<file path="config.mk">
export PLATFORM = sky130hd
export DESIGN_NAME = score_ctrl
export DESIGN_NICKNAME = d
export VERILOG_FILES = /design/src/rtl/score_ctrl.sv
export SDC_FILE = /design/constraint.sdc
export NUM_CORES = 1
export LEC_CHECK = 0
export ABC_AREA = 1
export BUFFER_PORTS_ARGS = -buffer_cell sky130_fd_sc_hd__buf_2
export CELL_PAD_IN_SITES_DETAIL_PLACEMENT = 1
export CELL_PAD_IN_SITES_GLOBAL_PLACEMENT = 1
export CORE_MARGIN = 4
export CORE_UTILIZATION = 40
export DETAILED_ROUTE_END_ITERATION = 10
export MAX_ROUTING_LAYER = met4
export PLACE_DENSITY = 0.81
export SYNTH_ARGS = -nofsm -noshare
export SYNTH_HDL_FRONTEND = slang
export SYNTH_SLANG_ARGS = --single-unit
</file>
<file path="constraint.sdc">
create_clock -name clk -period 7.15 [get_ports clk]
set_input_delay 0.3575 -clock clk [delete_from_list [all_inputs] [get_ports clk]]
set_output_delay 0.3575 -clock clk [all_outputs]
set_load 0.02 [all_outputs]
</file>
<file path="src/rtl/score_ctrl.sv">
// Two-player score keeper with saturating counters, high-score tracking and a
// time-multiplexed 4-digit display scanner (active-low digit enables).
module score_ctrl #(
  parameter int unsigned SCAN_DIV  = 100000,
  parameter int unsigned MAX_SCORE = 99
) (
  input  logic       clk,
  input  logic       rst_n,
  input  logic       start,
  input  logic       hit1,
  input  logic       hit2,
  input  logic       miss,
  input  logic       show_hs,
  input  logic [3:0] p1,
  input  logic [3:0] p2,
  input  logic [3:0] p3,
  input  logic [3:0] p4,
  input  logic [3:0] h1,
  input  logic [3:0] h2,
  output logic [6:0] counter,
  output logic [6:0] counter2,
  output logic [6:0] hs,
  output logic       playing,
  output logic       game_over,
  output logic [3:0] an,
  output logic [3:0] digit
);

  localparam int unsigned SW = 7;
  localparam int unsigned PW = (SCAN_DIV > 1) ? $clog2(SCAN_DIV) : 1;
  localparam int unsigned DW = 4;

  typedef enum logic [1:0] {
    S_IDLE = 2'd0,
    S_PLAY = 2'd1,
    S_OVER = 2'd2
  } state_e;

  state_e          state_q, state_d;
  logic [SW-1:0]   cnt1_q, cnt1_d;
  logic [SW-1:0]   cnt2_q, cnt2_d;
  logic [SW-1:0]   hs_q, hs_d;
  logic [SW-1:0]   best_c;
  logic            playing_q, game_over_q;
  logic [PW-1:0]   presc_q, presc_d;
  logic [1:0]      slot_q, slot_d;
  logic [DW-1:0]   an_q, an_d;
  logic [DW-1:0]   digit_q, digit_d;

  function automatic logic [SW-1:0] sat_inc(input logic [SW-1:0] v);
    return (v >= SW'(MAX_SCORE)) ? v : v + SW'(1);
  endfunction

  // Game FSM and score datapath; hits landing with miss count before hs update.
  always_comb begin
    state_d = state_q;
    cnt1_d  = cnt1_q;
    cnt2_d  = cnt2_q;
    hs_d    = hs_q;
    best_c  = hs_q;
    case (state_q)
      S_IDLE, S_OVER: begin
        if (start) begin
          state_d = S_PLAY;
          cnt1_d  = '0;
          cnt2_d  = '0;
        end
      end
      S_PLAY: begin
        if (hit1) cnt1_d = sat_inc(cnt1_q);
        if (hit2) cnt2_d = sat_inc(cnt2_q);
        if (miss) begin
          state_d = S_OVER;
          if (cnt1_d > best_c) best_c = cnt1_d;
          if (cnt2_d > best_c) best_c = cnt2_d;
          hs_d = best_c;
        end
      end
      default: state_d = S_IDLE;
    endcase
  end

  // Display scanner: free-running prescaler steps the slot; an/digit lag by one cycle.
  always_comb begin
    presc_d = presc_q + PW'(1);
    slot_d  = slot_q;
    an_d    = 4'b1111;
    digit_d = '0;
    if (presc_q == PW'(SCAN_DIV - 1)) begin
      presc_d = '0;
      slot_d  = slot_q + 2'd1;
    end
    case (slot_q)
      2'd0: begin
        an_d    = 4'b1110;
        digit_d = show_hs ? h1 : p1;
      end
      2'd1: begin
        an_d    = 4'b1101;
        digit_d = show_hs ? h2 : p2;
      end
      2'd2: begin
        an_d    = show_hs ? 4'b1111 : 4'b1011;
        digit_d = show_hs ? '0 : p3;
      end
      default: begin
        an_d    = show_hs ? 4'b1111 : 4'b0111;
        digit_d = show_hs ? '0 : p4;
      end
    endcase
  end

  always_ff @(posedge clk or negedge rst_n) begin
    if (!rst_n) begin
      state_q     <= S_IDLE;
      cnt1_q      <= '0;
      cnt2_q      <= '0;
      hs_q        <= '0;
      playing_q   <= 1'b0;
      game_over_q <= 1'b0;
      presc_q     <= '0;
      slot_q      <= '0;
      an_q        <= 4'b1111;
      digit_q     <= '0;
    end else begin
      state_q     <= state_d;
      cnt1_q      <= cnt1_d;
      cnt2_q      <= cnt2_d;
      hs_q        <= hs_d;
      playing_q   <= (state_d == S_PLAY);
      game_over_q <= (state_d == S_OVER);
      presc_q     <= presc_d;
      slot_q      <= slot_d;
      an_q        <= an_d;
      digit_q     <= digit_d;
    end
  end

  assign counter   = cnt1_q;
  assign counter2  = cnt2_q;
  assign hs        = hs_q;
  assign playing   = playing_q;
  assign game_over = game_over_q;
  assign an        = an_q;
  assign digit     = digit_q;

endmodule
</file>
* Word level (Yosys, flattened, before mapping)
Cells that the tools add are included.
** Word-level totals
- Output and inout bits :: 31
- Input bits :: 31
- Word-level logic and storage cells :: 57
- Flip-flop bits (word level) :: 52
** Operators by class
- Magnitude comparators :: 4
- Add/sub/neg operators :: 4
- Muxes and demuxes :: 25
- Equal/unequal tests :: 8
- Reductions and logical operators :: 6
** Operator list (number)
- 7-bit two-way mux :: 11
- 7-bit one-hot mux with 2 select lines :: 2
- 4-bit one-hot mux with 3 select lines :: 2
- 4-bit two-way mux :: 5
- 17-bit by 1-bit adder with 17-bit output (second input constant) :: 1
- 17-bit == test (second input constant) :: 1
- 17-bit two-way mux :: 1
- 7-bit by 1-bit adder with 7-bit output (second input constant) :: 2
- 7-bit >= comparator (second input constant) :: 2
- 7-bit greater-than comparator :: 2
- 2-bit by 1-bit == test with 1-bit output (second input constant) :: 3
- 2-bit == test (second input constant) :: 3
- 2-bit zero test :: 2
- 2-bit two-way mux :: 2
- 2-bit one-hot mux with 2 select lines :: 1
- 2-bit AND reduction :: 2
- 3-bit two-way mux :: 1
- 2-bit by 1-bit adder with 2-bit output (second input constant) :: 1
- 2-bit inequality test (second input constant) :: 1
- 2-bit nonzero test :: 1
- 2-bit OR reduction :: 1

* Longest topological paths before layout
Gate-level depths: netlist of run 1.
- Word-level depth :: 10
- Mapped depth :: 26
- Depth with buffers taken out :: 26

* Least setup slack after synthesis of run 1
OpenSTA, ideal clock, no wires.
- Path type :: register to register
- Start :: register cnt1_q[0], in the netlist counter[0]
- End :: register hs_q[3], in the netlist hs[3]
- Period minus slack after synthesis :: 3608 ps
- Setup time :: 116 ps
- Required time :: 7034 ps
- Stages on the path, launching flop included :: 25
- Path slack :: 3542 ps
- Data arrival time :: 3492 ps
- Buffers on the path :: 0
- Path through :: dfrtp_1 -> ha_1 -> nor2_1 -> nand3_1 -> nand2_1 -> nand4_1 -> and2_1 -> ha_1 -> nand2_1 -> nand2_1 -> a21oi_1 -> nand2_1 -> o21ai_1 -> nand2_1 -> and2_1 -> ha_1 -> nand2_1 -> nor2_1 -> nand2_1 -> a21oi_1 -> inv_2 -> nor2_1 -> nor2_1 -> nand2_1 -> nand2_1
** Between the ends
- Longest elaborated chain between the ends :: 10
- Elaborated cells between the ends (all ways) :: 11
- Those cells by class :: 1 x add/sub; 3 x order compare; 7 x mux
** Ends and longest elaborated chain
- from (decl) :: RTL line 40 : logic [SW-1:0] cnt1_q, cnt1_d;
- from (signal assigned) :: RTL line 127 : cnt1_q <= cnt1_d;
- 7-bit by 1-bit adder with 7-bit output / 7-bit >= comparator (equally long branches) :: RTL line 51 : return (v >= SW'(MAX_SCORE)) ? v : v + SW'(1);
- 7-bit two-way mux :: RTL line 51
- 7-bit two-way mux * :: RTL line 70 : if (hit1) cnt1_d = sat_inc(cnt1_q);
- 7-bit two-way mux * :: RTL line 61 : case (state_q)
- 7-bit greater-than comparator :: RTL line 74 : if (cnt1_d > best_c) best_c = cnt1_d;
- 7-bit two-way mux * :: RTL line 74
- 7-bit two-way mux * :: RTL line 72 : if (miss) begin
- 7-bit two-way mux * :: RTL line 61
- 7-bit greater-than comparator :: RTL line 75 : if (cnt2_d > best_c) best_c = cnt2_d;
- 7-bit two-way mux * :: RTL line 75
- to (signal assigned) :: RTL line 129 : hs_q <= hs_d;
- to (decl) :: RTL line 42 : logic [SW-1:0] hs_q, hs_d;
Every way passes the cells marked *; elsewhere a longest branch is shown, timed or not. The select of a mux whose other input is x is not followed.
A chain may end at the register's enable or synchronous reset.

* Final worst setup path of run 1
Same ends and word-level chain as after synthesis.

==> summary.md, run 1 <==
| Metric | Value |
|---|---|
| Status | `complete, no violations` |
| Clock latency at the later pin of the worst-skew pair | `~0.31 ns` |
| # diodes | `0` |
| Number of flops mapped to enable cells by yosys | `0` |
| Via density | `roughly 5.2` |
| Fin. Hold Viols | `0` |
| P_leak | `roughly 2.1 nW` |
| Total congestion overflow | `0` |
| Setup TNS | `0 ns` |
| Final Cell Area | `slightly below 4000 um^2` |
| Max-cap viol count | `0` |
| Worst Setup End Kind | `flop` |
| Mux cell area share after synthesis | `0%` |
| Die height | `101 um` |
| Num ports | `between 60 and 70` |
| Register Area | `between 1000 and 1500 um^2` |
| Simple-gate portion of the synthesized area | `between 30% and 40%` |
| Postcts setup bufs | `0` |
| Final setup violation count | `0` |
| CTS tree | `built` |
| Die ar. | `around 10000 um^2` |
| Post-CTS sizing | `0` |
| Core area | `8300 um^2` |
| CP Max Fanout | `9` |
| Layout cells sized above 1 | `between 10% and 20%` |
| Worst path required time | `roughly 7.4 ns` |
| Mapped Nets | `between 500 and 600` |
| Synth top area share | `a little over a third` |
| Origin of the critical flop-to-flop path | `counter[0]` |
| Post-Synth Adder-Cell Area | `around 8.4%` |
| Cts hold-fix bufs | `0` |
| Slew headroom | `between 50 and 60%` |
| Synth Register Bits | `between 50 and 60` |
| Final GP Congestion | `between 0.8 and 0.9` |
| Share of the synthesized area in compound gates (AO/OA/AOI/OAI) | `around 7.9%` |
| Primary FF master, synth | `dfrtp_1` |
| Die Span X | `approximately 100 um` |
| Core Rows | `33` |
| Internal power | `about 0.58 mW` |
| Final ANT Viol Nets | `0` |
| Clock Pin Slew Worst Setup and Hold Paths | `between 0.1 and 0.15 ns` |
| Ranking of synthesized cells by area | `dfrtp_1 (35%), nand2_1 (14%), ha_1 (8.4%)` |
| Netlist Area Pre-Place | `around 3400 um^2` |
| First-pass GRT wire length | `~16 mm` |
| Vias in the first global route | `about 3400` |
| CTS Buffer Depth | `2` |
| Peak VDD IR | `roughly 110 uV` |
| Setup crit end | `hs[3]` |
| Period utilization | `57.9%` |
| Number of synthesis warnings | `0` |
| XOR/XNOR Fraction of Synth Area | `under 10%` |
| Cell taking the most area after synthesis | `dfrtp_1` |
| Drt first-iter violations | `50` |
| Fin crit period | `between 4 and 5 ns` |
| Most common cell in the netlist | `nand2_1` |
| Total global-route track usage | `between 10% and 20%` |
| Detailed placement HPWL | `7.38 mm` |
| Arrival time worst endpoint | `roughly 4.4 ns` |
| Register area share after synthesis | `~38%` |
| # port buffers | `61` |
| Setup CP Type | `flop to flop` |
| Worst Reg-to-Reg Cells | `24` |
| Post-synth ARST share | `between 90% and 100%` |
| Synth-to-layout area growth | `14.7%` |
| Drt pass-1 iters | `4` |
| Multi-input gate area | `around 1800 um^2` |
| Initial core utilization | `about two fifths` |
| CP Launch Type | `flop` |
| R2r endpoint | `hs[3]` |
| Number of fill cells in the layout | `approximately 1100` |
| Clock root buffer | `clkbuf_8` |
| PD cells | `~270 nW/um^2` |
| Number of buffers created by CTS | `5` |
| Seq pwr share | `about 34%` |
| Routed len/inst | `~15 um` |
| Post-Syn Instances | `about 470` |
| Combinational fraction of design power | `49.0%` |
| Synth cell types | `35` |
| Initial antenna violation count | `0` |
| H-tree levels | `2` |
| Worst setup path start | `counter[0]` |
| Via count | `3287` |
| Largest family of logic cells by synthesized area | `simple AND/OR/NAND/NOR gates` |
| Worst Tran Pin Value | `approximately 0.66 ns` |
| Avg Cell Area, Syn | `7.38 um^2` |
| WL final | `9.28 mm` |
| Clk sinks | `52` |
| Top achievable clock speed | `0.242 GHz` |
| Clk_skew | `about 0.013 ns` |
| RSZ-0062 raised after global routing | `false` |
| Final nets | `about 580` |
| Switching portion of total power | `45.8%` |
| Synth top cells by count | `nand2_1 (128), inv_1 (65), dfrtp_1 (48)` |
| Reg2Reg Setup Slack | `about 3.0 ns` |
| Post-DP Area | `just under 4000 um^2` |
| Clk network pwr share | `between 10% and 20%` |
| # DRC | `0` |
| Largest net degree at the start of global routing | `between 50 and 60` |
| Sw power | `roughly 0.5 mW` |
| Tightest Hold Check Type | `primary input to asynchronous set/reset pin` |
| Max Slew Vio Count | `0` |
==> worst max-delay path, stage by stage (launching register included) <==
cell and delay, ns:
dfrtp_1 0.44, ha_1 0.26, nor2_1 0.09, nand3_1 0.10
nand2_1 0.20, nand4_1 0.14, and2_1 0.20, ha_1 0.29
nand2_1 0.08, nand2_1 0.05, a21oi_1 0.16, nand2_1 0.13
o21ai_1 0.26, nand2_1 0.12, and2_1 0.20, ha_1 0.32
nand3b_1 0.08, nand2_1 0.07, nand2_1 0.06, a21oi_1 0.32
inv_2 0.16, nor2_1 0.12, nor2_1 0.05, nand2_1 0.07
nand2_1 0.05
==> cells in the final DEF (no fill, tap or decap), types with 4 or more instances in the layout <==
master,instances
nand4_1,12
nor3_1,9
buf_2,61
inv_2,4
nand2_1,128
o21ai_0,23
dfstp_2,4
and2_1,8
inv_1,65
xor2_1,10
clkbuf_8,5
ha_1,23
o22ai_1,4
o221ai_1,4
nand3_1,43
nor2_1,36
a21oi_1,11
dfrtp_1,48
==> worst min path at each step <==
stage                    start          end  slack, ns
floorplan                rst_n  counter2[0]       0.06
global placement    presc_q[0]   presc_q[0]       0.44
detailed placement  presc_q[0]   presc_q[0]       0.46
CTS                      rst_n        hs[5]       0.17
global route             rst_n  counter2[5]       0.21
finish                   rst_n        hs[5]       0.15
==> metrics by stage <==
step | setup slack, ns | power, mW | hold slack, ns | util (%) | cells
2_1_floorplan | 3.54 | 0.733 | 0.0619 | - | 466
3_3_place_gp | 3.33 | 0.871 | 0.445 | 46.4 | 626
3_5_place_dp | 3.05 | 0.897 | 0.457 | 46.4 | 626
4_1_cts | 3.02 | 1.09 | 0.173 | 47.6 | 634
5_1_grt | 2.51 | 1.18 | 0.211 | 47.6 | 634
6_report | 3.01 | 1.07 | 0.153 | 47.6 | 634
==> registers in the layout (all words and copies together) (netlist names) <==
register   cells
presc_q       17
counter2       7
counter        7
hs             7
an             4
digit          4
slot_q         2
state_q        2
game_over      1
playing        1
==> final cells by class <==
class / count / area share (%)
repair buffers: 63 / 8.12
flip-flops and latches: 52 / 33.1
well taps: 105 / 3.33
clock inverters: 3 / 0.634
multi-input cells: 336 / 46.4
inverters: 70 / 6.66
clock buffers: 5 / 1.74
==> power by group through the flow <==
stage / clock network (mW) / logic, mW / registers [mW]
2_1_floorplan: 0 / 0.330 / 0.403
3_5_place_dp: 0 / 0.524 / 0.373
5_1_grt: 0.200 / 0.612 / 0.372
3_3_place_gp: 0 / 0.500 / 0.370
6_report: 0.180 / 0.525 / 0.366
4_1_cts: 0.189 / 0.531 / 0.367
==> layer usage <==
layer  part of all wire [%]  track usage (%)  up-vias
met3                    2.6             2.42       13
li1                       -                -     1641
met1                     44             22.4     1592
met5                      0                -        -
met2                     52             37.1       41
met4                    1.5             4.66        0
==> kinds of logic after synthesis <==
| logic type | Yosys count |
|---|---|
| buf+inv | 78 |
| fa+ha+maj | 23 |
| compound gates | 48 |
| simple gates | 255 |
| xor+xnor | 10 |
| flops | 52 |
(Power assumes the default switching activity.)
==> inputs of run 2 (changes only) <==
Settings changed: ABC_AREA 1 to 0, PLACE_DENSITY 0.81 to 0.79.
Clock period 7.15 ns to 4 ns, I/O delays scaled along.
==> run 2 against run 1 <==
The run now ends with negative hold slack, negative setup slack left. Sequential cell count is the same. Sequential share of layout area shrank 1.9 points. Largest cell class unchanged. Clock skew shrank 0.0083 ns. Core utilization grew 5.8 points. Largest power group unchanged. Hold slack lost 0.17 ns.
==> summary.md, run 2 <==
| Metric | Value |
|---|---|
| Avg Cell Area, Syn | `9.15 um^2 (+24%)` |
| Die height | `98.6 um (-2.1%)` |
| Origin of the critical flop-to-flop path | `counter[0]` |
| Post-synth ARST share | `100% (unchanged)` |
| Worst Reg-to-Reg Cells | `18 (-25%)` |
| Max Slew Vio Count | `0 (unchanged)` |
| Final setup violation count | `7 (+7)` |
| Violations in the final reports | `negative hold slack, negative setup slack` |
| Clock Pin Slew Worst Setup and Hold Paths | `0.10 ns (about the same)` |
| Setup WS post-layout | `-0.0530 ns (-3.06 ns)` |
| Top achievable clock speed | `0.247 GHz (+2.1%)` |
| Clock root buffer | `clkbuf_8` |
| Max-cap viol count | `0 (unchanged)` |
| Worst Setup End Kind | `flop` |
| Via density | `5.69 (+9.8%)` |
| # DRC | `0 (unchanged)` |
| Commonest cells after routing, fill and taps aside | `buf_2 (61), dfrtp_1 (46), nand2_1 (36)` |
| Synth-to-layout area growth | `27.6%` |
| Post-Syn Instances | `359 (-23%)` |
| CP peak stage delay | `0.44 ns (about the same)` |
| Most common cell in the netlist | `dfrtp_1` |
| Netlist Area Pre-Place | `3280 um^2 (-4.6%)` |
| Status | `complete, but fails checks` |
| Period utilization | `101% (+43 points)` |
| Synth Register Bits | `52 (unchanged)` |
| CP top delay family | `compound AO/OA/AOI/OAI gates` |
| H-tree levels | `2 (unchanged)` |
| Initial core utilization | `41.8% (+0.38 points)` |
| Number of synthesis warnings | `0 (unchanged)` |
| Number of flops mapped to enable cells by yosys | `0 (unchanged)` |
| RSZ-0062 raised after global routing | `true` |
| Register area share after synthesis | `39.8% (+1.8 points)` |
| Util after Layout | `53.4% (+5.8 points)` |
| Clk_skew | `0.00479 ns (-0.00832 ns)` |
| Final GP Congestion | `0.918 (+5.6%)` |
| Arrival time worst endpoint | `4.29 ns (-0.06 ns)` |
| Layout cells sized above 1 | `33.1% (+16 points)` |
| Seq pwr share | `26.3% (-7.9 points)` |
| Detailed placement HPWL | `6.87 mm (-6.9%)` |
| P_leak | `1.99 nW (-5.1%)` |
| Worst setup path start | `counter[0]` |
| Total global-route track usage | `19.1% (-0.82 points)` |
| Buf/Inv on CP | `2 (+1)` |
| Synth top area share | `36.6% (+1.7 points)` |
| Largest register FFs | `17 (unchanged)` |
| # diodes | `0 (unchanged)` |
| Reg2Reg Setup Slack | `-0.05 ns (-3.06 ns)` |
| Most Frequent Cell on Critical Path | `a21oi_2` |
| Setup CP Type | `flop to flop` |
| Hold slack | `-0.0178 ns (-0.171 ns)` |
| Num ports | `62 (unchanged)` |
| Total congestion overflow | `0 (unchanged)` |
| Initial antenna violation count | `0 (unchanged)` |
| Mapped Nets | `413 (-21%)` |
| Vias in the first global route | `3151 (-8.5%)` |
| Primary FF master, synth | `dfrtp_1` |
| CP Max Fanout | `8 (-1)` |
| Worst path required time | `4.23 ns (-3.13 ns)` |
| Synth top cells by count | `dfrtp_1 (48), nand2_1 (39), nor2_1 (26)` |
| Core Rows | `32 (-3.0%)` |
| Clk sinks | `52 (unchanged)` |
| Cts hold-fix bufs | `0 (unchanged)` |
| Slowest-stage cell, CP | `dfrtp_2` |
| Number of buffers created by CTS | `5 (unchanged)` |
| Core area | `7850 um^2 (-5.4%)` |
| R2r endpoint | `hs[3]` |
| Tightest Hold Check Type | `primary input to asynchronous set/reset pin` |
| Ranking of synthesized cells by area | `dfrtp_1 (37%), ha_1 (8.8%), nand2_1 (4.5%)` |
| Slew headroom | `40.8% (-15 points)` |
| Clock latency at the later pin of the worst-skew pair | `0.31 ns (about the same)` |
| First-pass GRT wire length | `14.9 mm (-6.7%)` |
| Final nets | `494 (-15%)` |
| Fin. Hold Viols | `9 (+9)` |
| Fin crit period | `4.05 ns (-0.0863 ns)` |
| # port buffers | `61 (unchanged)` |
| Critical Path, Cell by Cell | `ha_4 > or4_4 > a21o_1 > a22oi_2 > inv_1 > ha_1 > nand3b_1 > a21oi_4 > o21a_4 > nor2_1 > a21oi_2 > ha_1 > a21oi_2 > a21oi_2 > o22ai_4 > buf_6 > nand4_1 > o221ai_2` |
| Switching portion of total power | `43.2% (-2.6 points)` |
| Final ANT Viol Nets | `0 (unchanged)` |
| PD cells | `600 nW/um^2 (+120%)` |
| Internal power | `1.43 mW (+150%)` |
| CTS tree | `built` |
| Peak VDD IR | `281 uV (+160%)` |
| Largest net degree at the start of global routing | `53 (unchanged)` |
| CTS Buffer Depth | `2 (unchanged)` |
| Sw power | `1.08 mW (+120%)` |
| Die Span X | `98.6 um (-2.1%)` |
| Routed len/inst | `18.6 um (+27%)` |
| Die ar. | `9720 um^2 (-4.2%)` |
| Cell taking the most area after synthesis | `dfrtp_1` |
| WL final | `10.1 mm (+8.9%)` |
| CP Launch Type | `flop` |
| Worst slack at placement | `-0.203 ns (-3.26 ns)` |
| Via count | `3091 (-6.0%)` |
| Most common library cell in the layout ignoring fill and taps | `buf_2` |
| Drt first-iter violations | `93 (+86%)` |
| Largest reg by FF count | `presc_q` |
| Total power | `2.51 mW (+130%)` |
| Combinational fraction of design power | `58.6% (+9.6 points)` |
| Worst Tran Pin Value | `0.885 ns (+0.222 ns)` |
| Synth cell types | `54 (+54%)` |
| Drt pass-1 iters | `4 (unchanged)` |
| Clk network pwr share | `15.2% (-1.6 points)` |
## run 2: cell count changes after synthesis, sizes merged, moves of 6 or more
cell and change:
nand3 -34, nor2 -15, xnor2 +13, o21ai -6, a22o +7, clkbuf +7
inv -46, xor2 +6, nand2 -90
## run 2: how the worst max path moves through the flow
stage                     endpoint  slack, ns  cells past startpoint
after global routing         hs[0]      -0.18                     18
after global placement       hs[4]       0.11                     17
after CTS                    hs[1]       0.02                     17
final                        hs[3]      -0.05                     18
after floorplan              hs[4]      0.006                     19
after detailed placement     hs[1]      -0.20                     17
## run 2: layer usage
metal | track usage [%] | part of all wire, % | routed length (um) | up-vias
met1 | 22.7 | 41 | 4160 | 1522
met5 | - | 0 | 0 | -
li1 | - | - | - | 1450
met4 | 5.46 | 3.4 | 348 | 0
met3 | 3.68 | 4.5 | 457 | 34
met2 | 32.9 | 51 | 5130 | 85
## run 2: power groups by stage
stage          combinational, mW  sequential (mW)  clock [mW]
3_3_place_gp               0.864            0.665           0
2_1_floorplan              0.597            0.715           0
5_1_grt                     1.58            0.674       0.413
6_report                    1.47            0.660       0.381
4_1_cts                    0.963            0.659       0.390
3_5_place_dp               0.917            0.669           0
## run 2: timing repair
item	4_1_cts	5_1_grt
gates resized for setup	3	40
endpoints found under the setup margin	6	7
gates cloned	0	1
pin swaps	0	22
setup buffers	1	12
## run 2: area by class of cell
| class | instances | area, um^2 |
|---|---|---|
| fill | 947 | 3660 |
| multi-input combinational | 272 | 2050 |
| sequential | 52 | 1310 |
| timing repair buffer | 85 | 493 |
| tap | 102 | 128 |
| inverter | 24 | 90.1 |
| clock buffer | 5 | 68.8 |
| clock inverter | 3 | 46.3 |
## run 2: stage by stage
step / cells / area [um^2] / setup TNS [ns]
finish: 543 / 4190 / -0.161
global route: 543 / 4190 / -1.13
CTS: 531 / 3930 / 0
detailed placement: 522 / 3790 / -1.11
global placement: 522 / 3790 / 0
floorplan: 359 / 3330 / 0
## run 2: kinds of logic (layout without fill, tap and decap cells)
group,Yosys count,count (layout),synth area share [%]
buffers and inverters,36,117,4.15
XOR/XNOR,29,29,7.74
AND/OR/NAND/NOR,127,127,19.2
multiplexers,7,7,2.32
flip-flops,52,52,39.8
adder cells (fa/ha/maj),23,23,8.77
AO/OA/AOI/OAI,85,86,18.0
==> inputs of run 3 (changes only) <==
Settings changed: PLACE_DENSITY 0.79 to not set, PLACE_DENSITY_LB_ADDON set to 0.1.
==> run 3 against run 2 <==
The run ends with negative hold slack left. Critical path depth decreased by 1. Clock skew up 0.0066 ns. Sequential cell count stayed put. Total power is 14% lower. Highest routed layer unchanged. Sequential share of layout area up 0.90 points. Cell area fell by 2.8%. Combinational power down 20%. Hold slack improved by 0.0075 ns. First-iteration DRC count is 24% lower.
==> summary.md, run 3 (synthesized netlist as in run 2, its figures left out) <==
| Metric | Value |
|---|---|
| Total power | `2.15 mW (-14%)` |
| Detailed placement HPWL | `6.58 mm (-4.2%)` |
| Largest reg by FF count | `presc_q` |
| Die height | `98.6 um (unchanged)` |
| Placed Cells incl. Taps | `525 (+0.57%)` |
| Period utilization | `97.3% (-4.0 points)` |
| Via density | `5.49 (-3.5%)` |
| Core area | `7850 um^2 (unchanged)` |
| Fin crit period | `3.89 ns (-0.161 ns)` |
| Synth-to-layout area growth | `24.0%` |
| Number of buffers created by CTS | `5 (unchanged)` |
| Top achievable clock speed | `0.257 GHz (+4.1%)` |
| Worst Setup End Kind | `flop` |
| RSZ-0062 raised after global routing | `true` |
| Post-DP Area | `3820 um^2 (+0.59%)` |
| Slowest-stage cell, CP | `dfrtp_2` |
| Final GP Congestion | `0.812 (-12%)` |
| Largest register FFs | `17 (unchanged)` |
| Clk sinks | `52 (unchanged)` |
| Peak VDD IR | `217 uV (-23%)` |
| Max Slew Vio Count | `0 (unchanged)` |
| Clk_skew | `0.0114 ns (+0.00662 ns)` |
| Worst slack at placement | `-0.0156 ns (+0.188 ns)` |
| Fin. Hold Viols | `9 (unchanged)` |
| Status | `complete, but fails checks` |
| Clock Pin Slew Worst Setup and Hold Paths | `0.11 ns (about the same)` |
| # port buffers | `61 (unchanged)` |
| Final Cell Area | `4070 um^2 (-2.8%)` |
| Vias in the first global route | `3196 (+1.4%)` |
| Cts hold-fix bufs | `0 (unchanged)` |
| Worst Tran Pin Value | `0.772 ns (-0.113 ns)` |
| # diodes | `0 (unchanged)` |
| Via count | `2955 (-4.4%)` |
| Clock root buffer | `clkbuf_8` |
| CP peak stage delay | `0.44 ns (about the same)` |
| Initial core utilization | `41.8% (unchanged)` |
| Critical Path, Cell by Cell | `ha_4 > or4_4 > a21o_1 > a22oi_2 > inv_1 > ha_1 > nand3b_1 > a21oi_4 > o21a_4 > a21oi_1 > ha_1 > nand4_1 > a21oi_2 > o22ai_2 > buf_4 > or3b_4 > o221ai_2` |
| Setup WS post-layout | `0.108 ns (+0.161 ns)` |
| Arrival time worst endpoint | `4.13 ns (-0.16 ns)` |
| Commonest cells after routing, fill and taps aside | `buf_2 (61), dfrtp_1 (46), nand2_1 (38)` |
| Violations in the final reports | `negative hold slack` |
| Core Rows | `32 (unchanged)` |
| Total global-route track usage | `19.0% (-0.087 points)` |
| Origin of the critical flop-to-flop path | `counter[0]` |
| H-tree levels | `2 (unchanged)` |
| CP Max Fanout | `8 (unchanged)` |
| Max-cap viol count | `0 (unchanged)` |
| Slew headroom | `48.3% (+7.6 points)` |
| WL final | `8.86 mm (-12%)` |
| Clock latency at the later pin of the worst-skew pair | `0.31 ns (about the same)` |
| CTS tree | `built` |
| Buf/Inv on CP | `2 (unchanged)` |
| Total congestion overflow | `0 (unchanged)` |
| Worst setup path start | `counter[0]` |
| Drt first-iter violations | `71 (-24%)` |
| Reg2Reg Setup Slack | `0.11 ns (+0.16 ns)` |
| Drt pass-1 iters | `4 (unchanged)` |
| Tightest Hold Check Type | `primary input to asynchronous set/reset pin` |
| CP top delay family | `compound AO/OA/AOI/OAI gates` |
| PD cells | `529 nW/um^2 (-12%)` |
| CP Launch Type | `flop` |
| Layout cells sized above 1 | `30.5% (-2.6 points)` |
| Final nets | `489 (-1.0%)` |
| Initial antenna violation count | `0 (unchanged)` |
| Routed len/inst | `16.5 um (-12%)` |
| Util after Layout | `51.9% (-1.5 points)` |
| Die Span X | `98.6 um (unchanged)` |
| Setup CP Type | `flop to flop` |
| CTS Buffer Depth | `2 (unchanged)` |
| Die ar. | `9720 um^2 (unchanged)` |
| Finished Layout Cells | `538 (-0.92%)` |
| Hold slack | `-0.0103 ns (+0.00745 ns)` |
| Num ports | `62 (unchanged)` |
| P_leak | `1.95 nW (-2.2%)` |
| Most common library cell in the layout ignoring fill and taps | `buf_2` |
| Most Frequent Cell on Critical Path | `ha_1` |
| Worst path required time | `4.23 ns (about the same)` |
| # DRC | `0 (unchanged)` |
| Largest net degree at the start of global routing | `53 (unchanged)` |
| Final setup violation count | `0 (-7)` |
| First-pass GRT wire length | `14.9 mm (about the same)` |
| Final ANT Viol Nets | `0 (unchanged)` |
[run 3: changes by cell type in the layout (fill, tap and decap cells not counted), moves of 3 or more]
cell / before / now
a21oi_1: 7 / 11
buf_4: 22 / 18
a21oi_2: 7 / 4
nor2_1: 25 / 22
nor2_2: 0 / 3
o21ai_1: 1 / 4
[run 3: what timing repair did]
action                                  4_1_cts  5_1_grt
endpoints found under the setup margin        3        7
pin swaps                                     4       17
cloned                                        0        1
buffers inserted                              2        2
resized for setup                             1       30
[run 3: worst paths after layout]
| check | end | depth (start not counted) |
|---|---|---|
| max | hs[4] | 17 |
| min | hs[5] | 2 |
| max reg2reg | hs[4] | 17 |
| min reg2reg | presc_q[0] | 1 |
| max in group asynchronous | counter[0] | 2 |
| min in group clk | digit[2] | 2 |
[run 3: area by class of cell]
cell class / instances / area [um^2]
Clock buffer: 6 / 72.6
Clock inverter: 2 / 13.8
Fill cell: 930 / 3780
Inverter: 24 / 90.1
Multi-Input combinational cell: 272 / 2010
Sequential cell: 52 / 1310
Tap cell: 102 / 128
Timing Repair Buffer: 80 / 452
[run 3: routing by layer]
metal  vias up  track usage, %  wire length [um]  part of all wire (%)
li1       1442               -                 -                     -
met1      1458            21.7              3740                    42
met2        42            34.9              4740                    54
met3        13            2.97               243                   2.7
met4         0            3.99               129                   1.5
met5         -               -                 0                     0
[run 3: worst register-to-register path, cell delays in order, from the launching register on]
cell      delay [ns]
dfrtp_2         0.44
ha_4            0.17
or4_4           0.43
a21o_1          0.23
a22oi_2         0.21
inv_1           0.07
ha_1            0.17
nand3b_1        0.20
a21oi_4         0.26
o21a_4          0.22
a21oi_1         0.09
ha_1            0.31
nand4_1         0.14
a21oi_2         0.18
o22ai_2         0.14
buf_4           0.16
or3b_4          0.36
o221ai_2        0.06
[run 3: through the flow]
stage / setup TNS, ns / hold slack (ns)
4_1_cts: 0 / 0.0143
2_1_floorplan: 0 / -0.0956
3_3_place_gp: 0 / 0.375
5_1_grt: -0.400 / 0.0659
3_5_place_dp: -0.0174 / 0.373
6_report: 0 / -0.0103
[run 3: where the power goes]
| part | total [mW] | switching [mW] | internal, mW |
|---|---|---|---|
| sequential | 0.654 | 0.0690 | 0.585 |
| clock | 0.315 | 0.190 | 0.126 |
| combinational | 1.18 | 0.664 | 0.520 |
| total | 2.15 | 0.922 | 1.23 |
